**src/rtl/decode_pkg.sv**
```systemverilog
// Shared opcodes, immediate formats and decoded control bundle for the RV32I decode stage.
package decode_pkg;

  localparam logic [6:0] OP_LUI    = 7'b0110111;
  localparam logic [6:0] OP_AUIPC  = 7'b0010111;
  localparam logic [6:0] OP_JAL    = 7'b1101111;
  localparam logic [6:0] OP_JALR   = 7'b1100111;
  localparam logic [6:0] OP_BRANCH = 7'b1100011;
  localparam logic [6:0] OP_LOAD   = 7'b0000011;
  localparam logic [6:0] OP_STORE  = 7'b0100011;
  localparam logic [6:0] OP_IMM    = 7'b0010011;
  localparam logic [6:0] OP_REG    = 7'b0110011;

  typedef enum logic [2:0] {
    IMM_R,
    IMM_I,
    IMM_S,
    IMM_B,
    IMM_U,
    IMM_J
  } imm_fmt_t;

  typedef enum logic [1:0] {
    A_ZERO,
    A_PC,
    A_RS1
  } sel_a_t;

  typedef struct packed {
    logic       is_lui;
    logic       is_auipc;
    logic       is_load;
    logic       is_store;
    logic       is_branch;
    logic       is_jump;
    logic       is_reg;
    logic       is_alu;
    logic       is_illegal;
    logic [4:0] dest;
    logic [2:0] func3;
    logic       func7;
  } decode_ctrl_t;

  // RV32I only defines a subset of func3 codes for the memory and branch classes.
  function automatic logic func3_legal(input logic [6:0] op, input logic [2:0] f3);
    logic ok;
    ok = 1'b1;
    if (op == OP_BRANCH)
      ok = (f3 != 3'b010) && (f3 != 3'b011);
    else if (op == OP_LOAD)
      ok = (f3 == 3'b000) || (f3 == 3'b001) || (f3 == 3'b010) ||
           (f3 == 3'b100) || (f3 == 3'b101);
    else if (op == OP_STORE)
      ok = (f3 == 3'b000) || (f3 == 3'b001) || (f3 == 3'b010);
    return ok;
  endfunction

endpackage

```
**src/rtl/decode_stage_imm_gen.sv**
```systemverilog
// Combinational immediate extraction; every format sign-extends from instr[31] to XLEN.
module imm_gen
  import decode_pkg::*;
#(
  parameter int XLEN = 32
) (
  input  logic [31:0]     instr,
  input  imm_fmt_t        fmt,
  output logic [XLEN-1:0] imm
);

  logic [31:0] imm32;
  logic        unused_bits;

  assign unused_bits = ^instr[6:0];

  always_comb begin
    imm32 = '0;
    case (fmt)
      IMM_I:   imm32 = {{20{instr[31]}}, instr[31:20]};
      IMM_S:   imm32 = {{20{instr[31]}}, instr[31:25], instr[11:7]};
      IMM_B:   imm32 = {{19{instr[31]}}, instr[31], instr[7], instr[30:25], instr[11:8], 1'b0};
      IMM_U:   imm32 = {instr[31:12], 12'b0};
      IMM_J:   imm32 = {{11{instr[31]}}, instr[31], instr[19:12], instr[20], instr[30:21], 1'b0};
      default: imm32 = '0;
    endcase
  end

  assign imm = XLEN'($signed(imm32));

endmodule

```
**src/rtl/decode_stage.sv**
```systemverilog
// RV32I decode stage: valid/ready input, bypassed register reads, one registered output bundle.
module decode_stage
  import decode_pkg::*;
#(
  parameter int XLEN           = 32,
  parameter bit NOP_ON_ILLEGAL = 1'b0
) (
  input  logic            clk,
  input  logic            reset,
  input  logic            in_valid,
  output logic            in_ready,
  input  logic [31:0]     in_instr,
  input  logic [XLEN-1:0] in_pc,
  input  logic            flush,
  output logic [4:0]      raddr1,
  output logic [4:0]      raddr2,
  input  logic [XLEN-1:0] rdata1,
  input  logic [XLEN-1:0] rdata2,
  input  logic            wb_en,
  input  logic [4:0]      wb_addr,
  input  logic [XLEN-1:0] wb_data,
  output logic            out_valid,
  input  logic            out_ready,
  output logic            is_lui,
  output logic            is_auipc,
  output logic            is_load,
  output logic            is_store,
  output logic            is_branch,
  output logic            is_jump,
  output logic            is_reg,
  output logic            is_alu,
  output logic            is_illegal,
  output logic [XLEN-1:0] operand_a,
  output logic [XLEN-1:0] operand_b,
  output logic [XLEN-1:0] imm,
  output logic [XLEN-1:0] store_data,
  output logic [XLEN-1:0] branch_dest,
  output logic [XLEN-1:0] pc,
  output logic [4:0]      dest,
  output logic [2:0]      func3,
  output logic            func7
);

  logic [6:0]      opcode;
  decode_ctrl_t    ctrl_next;
  imm_fmt_t        fmt;
  sel_a_t          sel_a;
  logic            sel_b_rs2;
  logic [XLEN-1:0] imm_next;
  logic [XLEN-1:0] rs1_val;
  logic [XLEN-1:0] rs2_val;
  logic [XLEN-1:0] a_next;
  logic [XLEN-1:0] b_next;
  logic            accept;

  logic            out_valid_reg;
  decode_ctrl_t    ctrl_reg;
  logic [XLEN-1:0] a_reg;
  logic [XLEN-1:0] b_reg;
  logic [XLEN-1:0] imm_reg;
  logic [XLEN-1:0] store_data_reg;
  logic [XLEN-1:0] branch_dest_reg;
  logic [XLEN-1:0] pc_reg;

  assign opcode   = in_instr[6:0];
  assign in_ready = !out_valid_reg || out_ready;
  assign accept   = in_valid && in_ready;

  assign raddr1 = (reset && in_valid) ? in_instr[19:15] : 5'd0;
  assign raddr2 = (reset && in_valid) ? in_instr[24:20] : 5'd0;

  // x0 is hard-wired; a same-cycle writeback wins over the register file read.
  assign rs1_val = (raddr1 == 5'd0) ? '0 :
                   (wb_en && (wb_addr == raddr1)) ? wb_data : rdata1;
  assign rs2_val = (raddr2 == 5'd0) ? '0 :
                   (wb_en && (wb_addr == raddr2)) ? wb_data : rdata2;

  always_comb begin
    ctrl_next       = '0;
    ctrl_next.dest  = in_instr[11:7];
    ctrl_next.func3 = in_instr[14:12];
    ctrl_next.func7 = in_instr[30];
    fmt             = IMM_R;
    sel_a           = A_RS1;
    sel_b_rs2       = 1'b0;
    if (in_instr[1:0] != 2'b11 || !func3_legal(opcode, in_instr[14:12])) begin
      ctrl_next.is_illegal = 1'b1;
    end else begin
      case (opcode)
        OP_LUI: begin
          ctrl_next.is_lui = 1'b1;
          fmt              = IMM_U;
          sel_a            = A_ZERO;
        end
        OP_AUIPC: begin
          ctrl_next.is_auipc = 1'b1;
          fmt                = IMM_U;
          sel_a              = A_PC;
        end
        OP_JAL: begin
          ctrl_next.is_jump = 1'b1;
          fmt               = IMM_J;
          sel_a             = A_PC;
        end
        OP_JALR: begin
          ctrl_next.is_jump = 1'b1;
          ctrl_next.is_reg  = 1'b1;
          fmt               = IMM_I;
        end
        OP_BRANCH: begin
          ctrl_next.is_branch = 1'b1;
          fmt                 = IMM_B;
          sel_b_rs2           = 1'b1;
        end
        OP_LOAD: begin
          ctrl_next.is_load = 1'b1;
          fmt               = IMM_I;
        end
        OP_STORE: begin
          ctrl_next.is_store = 1'b1;
          fmt                = IMM_S;
        end
        OP_IMM: begin
          ctrl_next.is_alu = 1'b1;
          fmt              = IMM_I;
        end
        OP_REG: begin
          ctrl_next.is_alu = 1'b1;
          ctrl_next.is_reg = 1'b1;
          sel_b_rs2        = 1'b1;
        end
        default: ctrl_next.is_illegal = 1'b1;
      endcase
    end
    if (ctrl_next.is_branch || ctrl_next.is_store || ctrl_next.is_illegal)
      ctrl_next.dest = 5'd0;
  end

  imm_gen #(
    .XLEN(XLEN)
  ) u_imm_gen (
    .instr(in_instr),
    .fmt  (fmt),
    .imm  (imm_next)
  );

  always_comb begin
    case (sel_a)
      A_ZERO:  a_next = '0;
      A_PC:    a_next = in_pc;
      default: a_next = rs1_val;
    endcase
    b_next = sel_b_rs2 ? rs2_val : imm_next;
  end

  // Flush beats accept; a stalled bundle stays frozen because only accept loads it.
  always_ff @(posedge clk or negedge reset) begin
    if (!reset) begin
      out_valid_reg   <= 1'b0;
      ctrl_reg        <= '0;
      a_reg           <= '0;
      b_reg           <= '0;
      imm_reg         <= '0;
      store_data_reg  <= '0;
      branch_dest_reg <= '0;
      pc_reg          <= '0;
    end else if (flush) begin
      out_valid_reg <= 1'b0;
    end else if (accept) begin
      out_valid_reg   <= !(NOP_ON_ILLEGAL && ctrl_next.is_illegal);
      ctrl_reg        <= ctrl_next;
      a_reg           <= a_next;
      b_reg           <= b_next;
      imm_reg         <= imm_next;
      store_data_reg  <= rs2_val;
      branch_dest_reg <= in_pc + imm_next;
      pc_reg          <= in_pc;
    end else if (out_ready) begin
      out_valid_reg <= 1'b0;
    end
  end

  assign out_valid   = out_valid_reg;
  assign is_lui      = ctrl_reg.is_lui;
  assign is_auipc    = ctrl_reg.is_auipc;
  assign is_load     = ctrl_reg.is_load;
  assign is_store    = ctrl_reg.is_store;
  assign is_branch   = ctrl_reg.is_branch;
  assign is_jump     = ctrl_reg.is_jump;
  assign is_reg      = ctrl_reg.is_reg;
  assign is_alu      = ctrl_reg.is_alu;
  assign is_illegal  = ctrl_reg.is_illegal;
  assign dest        = ctrl_reg.dest;
  assign func3       = ctrl_reg.func3;
  assign func7       = ctrl_reg.func7;
  assign operand_a   = a_reg;
  assign operand_b   = b_reg;
  assign imm         = imm_reg;
  assign store_data  = store_data_reg;
  assign branch_dest = branch_dest_reg;
  assign pc          = pc_reg;

endmodule

```
**config.mk**
```make
export PLATFORM = sky130hd
export DESIGN_NAME = decode_stage
export DESIGN_NICKNAME = d
export VERILOG_FILES = /design/src/rtl/decode_pkg.sv /design/src/rtl/decode_stage_imm_gen.sv /design/src/rtl/decode_stage.sv
export SDC_FILE = /design/constraint.sdc
export NUM_CORES = 1
export LEC_CHECK = 0
export CAP_MARGIN = 20
export CORE_ASPECT_RATIO = 0.75
export CORE_MARGIN = 8
export CORE_UTILIZATION = 50
export CTS_CLUSTER_DIAMETER = 60
export CTS_CLUSTER_SIZE = 20
export DETAILED_ROUTE_END_ITERATION = 8
export GPL_TIMING_DRIVEN = 0
export MAX_ROUTING_LAYER = met4
export PLACE_DENSITY_LB_ADDON = 0.12
export SLEW_MARGIN = 20
export SYNTH_ARGS = -nofsm -noshare
export SYNTH_HDL_FRONTEND = slang
export SYNTH_SLANG_ARGS = --single-unit
export TNS_END_PERCENT = 1
```
**constraint.sdc**
```tcl
create_clock -name clk -period 4.9 [get_ports clk]
set_clock_uncertainty 0.2 [all_clocks]
set_input_delay 0.98 -clock clk [delete_from_list [all_inputs] [get_ports clk]]
set_output_delay 0.98 -clock clk [all_outputs]
set_load 0.05 [all_outputs]
```
# Word-level counts from Yosys, hierarchy flattened
# Index checks and enable logic that the tools add are counted.
[word_totals] ff_bits=211 input_bits=171 out_inout_bits=222 wordCells=107
[classes] addsub=1 n_eq_ne=24 muxes=33 bitwise=1 n_reduce_logical=29
[op_table] operator="32-bit 2-to-1 mux" count=5
[op_table] operator="32-bit case mux with 5 select lines" count=1
[op_table] operator="32-bit case mux with 2 select lines" count=1
[op_table] operator="32-bit adder" count=1
[op_table] operator="7-bit by 6-bit == test with 1-bit output, second input constant" count=3
[op_table] operator="7-bit == test, second input constant" count=3
[op_table] operator="1-bit 2-to-1 mux" count=18
[op_table] operator="5-bit 2-to-1 mux" count=3
[op_table] operator="3-bit case mux with 5 select lines" count=1
[op_table] operator="7-bit by 5-bit == test with 1-bit output, second input constant" count=2
[op_table] operator="3-bit == test, second input constant" count=4
[op_table] operator="2-bit OR reduction" count=6
[op_table] operator="5-bit == test" count=2
[op_table] operator="5-bit logical NOT" count=2
[op_table] operator="3-bit by 2-bit == test with 1-bit output, second input constant" count=3
[op_table] operator="9-bit OR reduction" count=1
[op_table] operator="1-bit logical OR" count=8
[op_table] operator="8-bit 2-to-1 mux" count=1
[op_table] operator="7-bit by 2-bit == test with 1-bit output, second input constant" count=1
[op_table] operator="3-bit by 1-bit == test with 1-bit output, second input constant" count=2
[op_table] operator="3-bit by 2-bit inequality test with 1-bit output, second input constant" count=2
[op_table] operator="1-bit logical AND" count=5
[op_table] operator="2-bit case mux with 2 select lines" count=1
[op_table] operator="3-bit logical NOT" count=1
[op_table] operator="10 further kinds" count=11

# Longest topological paths before layout
# Gate-level depths: netlist (run 1).
[logic_depth] depth_word=13 ltp_mapped=18 mapped_depth_nobuf=17

# By module
# Synthesis (run 1) repeated with hierarchy kept, for this count alone.
[unflattened] cells_unflattened=1347 hier_area_um2=12092.8
[by_module_without_submodules] module="decode_stage" n_inst=1 cells_each=1277 area_each_um2=11561.1 seq_area_each_um2=5280.1
[by_module_without_submodules] module="imm_gen" n_inst=1 cells_each=70 area_each_um2=531.8 seq_area_each_um2=0.0

# Least setup slack after synthesis (run 1)
# OpenSTA, ideal clock, no wires.
[synth_timing] path_kind="input port to flip-flop" from="in in_instr[5]" to="reg branch_dest_reg[31] (netlist: branch_dest[31])" setup_time_ns=0.069 t_arrival_ns=4.586 required_time_ns=4.631 slack_ns=0.044 cell_stages=15 n_path_buf=0 cell_sequence="or3_1 -> a211oi_4 -> nor2b_1 -> nor2_1 -> nor3_2 -> a21o_1 -> ha_1 -> and3_4 -> and2_1 -> a221o_1 -> or3_1 -> o211ai_2 -> a21oi_2 -> or4b_1 -> nand3_1"
[synth_via] elab_chain_cells=10 word_cells_on_any_way=24 cone_classes="add/sub: 1; eq/ne: 13; mux: 6; reduce/logical: 4"
[synth_rtl] element="start, declared" line="decode_stage.sv:12" text="input logic [31:0] in_instr,"
[synth_rtl] element="7-bit by 6-bit == test with 1-bit output" line="decode_pkg.sv:53, decode_stage.sv:89"
[synth_rtl] element="1-bit 2-to-1 mux" line="decode_pkg.sv:53" text="else if (op == OP_STORE)"
[synth_rtl] element="1-bit 2-to-1 mux" line="decode_pkg.sv:50" text="else if (op == OP_LOAD)"
[synth_rtl] element="1-bit 2-to-1 mux" line="decode_pkg.sv:48" text="if (op == OP_BRANCH)"
[synth_rtl] element="1-bit logical NOT" line="decode_stage.sv:86" text="if (in_instr[1:0] != 2'b11 || !func3_legal(opcode, in_instr[14:12])) begin"
[synth_rtl] element="1-bit logical OR" line="decode_stage.sv:86"
[synth_rtl] element="3-bit 2-to-1 mux *" line="decode_stage.sv:86"
[synth_rtl] element="3-bit == test (tied with other cells)" line="decode_stage_imm_gen.sv:19" text="case (fmt)"
[synth_rtl] element="32-bit case mux with 5 select lines *" line="decode_stage_imm_gen.sv:19"
[synth_rtl] element="via imm_next[18]" line="decode_stage.sv:49" text="logic [XLEN-1:0] imm_next;"
[synth_rtl] element="32-bit adder *" line="decode_stage.sv:176" text="branch_dest_reg <= in_pc + imm_next;"
[synth_rtl] element="end signal, assigned" line="decode_stage.sv:176"
[synth_rtl] element="end, declared" line="decode_stage.sv:62" text="logic [XLEN-1:0] branch_dest_reg;"
# Mark *: on every way through the listed nets, which the timed path passes. The rest lies on a longest branch.
# A chain may end at the register's enable or synchronous reset.

# Final worst setup path (run 1)
[layout_timing] from="in in_instr[4]" to="reg branch_dest_reg[30] (netlist: branch_dest[30])"
# The elaborated chain is that of the path after synthesis.

==> impl_metrics.json, run 1 <==
{
  "netlist_top_cells_area": "dfrtp_1 46%, nand2_1 11%, mux2i_1 7.9%",
  "maxSlewViolCount": 0,
  "grt_pass1_vias": 12018,
  "p_leak_nw": 7.677,
  "drtIter0Drc": 931,
  "syn_to_final_growth_pct": 47.21,
  "setup_tns_ns": 0,
  "cts_buffer_depth": 3,
  "holdBufCountCts": 0,
  "crit_fanout": 6,
  "slowest_delay_ns": 0.45,
  "die_width_microns": 190.5,
  "end_kind": "flop",
  "synth_cell_types": 74,
  "synth_warnings": 0,
  "clock_latency_ns": 0.48,
  "place_inst": 1933,
  "die_h_microns": 146.9,
  "clock.fmax_mhz": 207.8,
  "via_per_inst": 5.962,
  "final_cells": 1985,
  "rows": 48,
  "synth_area_sq_mm": 0.01142,
  "syn_nets": 1442,
  "gp_congestion": 0.9708,
  "dp_hpwl_microns": 39460,
  "cts_root_buf": "clkbuf_16",
  "nNetsFinal": 1876,
  "dr.pass1.iters": 7,
  "tightest_slew_ns": 0.9776,
  "grt.overflow.total": 0,
  "start_kind": "input pin",
  "core-area_sq_mm": 0.02270,
  "routed_wl_microns": 50930,
  "route.detailed.drc": 0,
  "worstPathRequired_ns": 5.12,
  "initial_core_util_pct": 50.33,
  "crit_arrival_ns": 5.03,
  "async_flop_share_pct": 100.0,
  "finalHoldViolations": 0,
  "htreeDepth": 1,
  "clk_pin_slew_ns": 0.08,
  "worstHoldPathType": "input pin to asynchronous set/reset pin",
  "avgSynthCellArea_sq_um": 9.221,
  "antenna_found_initial": 3,
  "netlist_instances": 1239,
  "status": "finished clean",
  "ios": 393,
  "irDropWorstVdd_mv": 0.2663,
  "max-cap-violations": 0,
  "cts_tree": "built",
  "power_density_mw_per_mm2": 321.2,
  "final_util_pct": 74.09,
  "grt_usage_pct": 36.04,
  "clkSinkCount": 211,
  "grt_max_degree": 96,
  "synth_top_cell_by_area": "dfrtp_1",
  "period_minus_slack_ns": 4.812,
  "crit_path_top_delay_cell": "or3b_4",
  "finish.instance_area_sq_mm": 0.01682,
  "vias": 11834,
  "criticalPathCategory": "input pin to flop",
  "hold_ws_ns": 0.2211,
  "wl_per_cell_microns": 25.66,
  "grt_pass1_wl_microns": 74490,
  "n_fill_cell": 1666,
  "antenna_violating_nets_post_route": 0,
  "die-area_sq_mm": 0.02799,
  "synth_seq_cells": 211,
  "finalCritPeriodShare_pct": 98.20,
  "cts_buffers": 17,
  "ys.flop_type": "dfrtp_1",
  "path_cells": "dlygate4sd2_1, or3b_4, a21oi_4, nor2b_4, buf_4, nand2_1, a211oi_1, a31oi_1, o31ai_2, ha_1, and3_4, nand3_1, a311o_1, a21oi_4, a41o_4, a221oi_2, or3_1, a31oi_1",
  "yosys-top-cells-count": "324 x nand2_1, 211 x dfrtp_1, 90 x mux2i_1, 88 x o21ai_0, 58 x clkbuf_1",
  "setup_viol": 0,
  "synth_edf_count": 0,
  "synth.most_common_cell": "nand2_1",
  "io_buffers": 392,
  "relSlewSlack_pct": 34.83,
  "place_area_sq_mm": 0.01578,
  "synth_top_area_share_pct": 46.22,
  "final_layout_size_suffix_gt1_share_pct": 7.967,
  "yosysSeqAreaShare_pct": 46.22
}
-- layer usage --
layer	routed length [microns]	track usage (%)	share of wire, %	up-vias
met4	2399	16.22	4.7	0
met5	0	-	0	-
met1	20030	43.92	39	5777
li1	-	-	-	5210
met2	22910	54.46	45	707
met3	5592	11.16	11	140
-- worst max-delay path: cells and delay by family --
family / cells / cell delay (ns)
compound gates: 9 / 1.85
fa+ha+maj: 1 / 0.39
buf+inv: 2 / 0.55
simple gates: 6 / 1.25
-- worst paths after layout --
check,slack (ns),cells past startpoint,endpoint,from
worst min register to register,0.28,2,pc[13],pc[13]
worst max-delay path,0.09,18,branch_dest[30],in_instr[4]
min in group clk,0.28,2,pc[13],pc[13]
worst min-delay path,0.22,1,pc[21],reset
worst max register to register,1.30,9,pc[24],out_valid
max in group asynchronous,3.12,3,pc[1],reset
-- cells in the final DEF (no fill, tap or decap), drive strengths merged, types with 4 or more instances in the layout --
| master | count |
|---|---|
| a31oi | 8 |
| nand3 | 13 |
| a211oi | 8 |
| or3 | 9 |
| nor2b | 6 |
| and2 | 9 |
| inv | 23 |
| nor3 | 16 |
| a2bb2oi | 31 |
| a22o | 7 |
| a21oi | 25 |
| clkbuf | 75 |
| o21a | 7 |
| dfrtp | 211 |
| nor2 | 55 |
| buf | 43 |
| and3 | 17 |
| o211ai | 5 |
| xnor2 | 19 |
| xor2 | 12 |
| o31ai | 38 |
| ha | 31 |
| bufinv | 4 |
| a21boi | 4 |
| mux2i | 90 |
| nand2 | 324 |
| a21o | 38 |
| o21ai | 102 |
| clkdlybuf4s50 | 382 |
| dlymetal6s2s | 4 |
| dlygate4sd2 | 4 |
| mux2 | 12 |
-- cell type report --
| class | instances | area (sq um) | share of cell area, % |
|---|---|---|---|
| multi-input cells | 933 | 5983 | 35.58 |
| diodes | 3 | 7.507 | 0.04464 |
| clock inverters | 10 | 168.9 | 1.004 |
| inverters | 20 | 75.07 | 0.4464 |
| well taps | 300 | 375.4 | 2.232 |
| plain buffers | 72 | 315.3 | 1.875 |
| flip-flops and latches | 211 | 5280 | 31.39 |
| repair buffers | 418 | 4174 | 24.82 |
| clock buffers | 18 | 439.2 | 2.611 |
-- metrics by stage --
| stage | power (W) | worst slack [ns] |
|---|---|---|
| finish | 0.005403 | 0.08811 |
| global route | 0.005569 | -0.002991 |
| CTS | 0.005402 | 0.0009326 |
| detailed placement | 0.003844 | -1.320 |
| global placement | 0.003820 | -7.684 |
| floorplan | 0.003051 | 0.04431 |
-- logic make-up (layout without fill, tap and decap cells) --
family,count (synthesis),in the layout,synth area share [%]
compound gates,297,297,17.67
xor+xnor,31,31,2.377
fa+ha+maj,32,32,3.570
buf+inv,95,538,3.340
flops,211,211,46.22
mux,102,102,9.068
other cells,0,3,0
simple gates,471,471,17.76
-- power by group --
part	switching, W	leakage [nW]	internal [W]
sequential	0.000101	2.76	0.00192
clock	0.000690	0.293	0.000874
combinational	0.00121	4.62	0.000611
total	0.00200	7.68	0.00340
-- what timing repair did --
| item | CTS | global route |
|---|---|---|
| setup buffers | 15 | 9 |
| resized for setup | 48 | 25 |
| hold endpoints to repair | 0 | 0 |
| pin swaps | 9 | 12 |
| gates cloned | 0 | 0 |
| setup endpoints to repair | 20 | 14 |
(Power assumes the default switching activity.)
==> run 2, diff against run 1 <==
--- a/config.mk
+++ b/config.mk
@@ -15,7 +15,7 @@
 export GPL_TIMING_DRIVEN = 0
 export MAX_ROUTING_LAYER = met4
 export PLACE_DENSITY_LB_ADDON = 0.12
-export SLEW_MARGIN = 20
+export SLEW_MARGIN = 5
 export SYNTH_ARGS = -nofsm -noshare
 export SYNTH_HDL_FRONTEND = slang
 export SYNTH_SLANG_ARGS = --single-unit
==> results of run 2 <==
The final DEF is identical to that of run 1; final timing and power are the same.
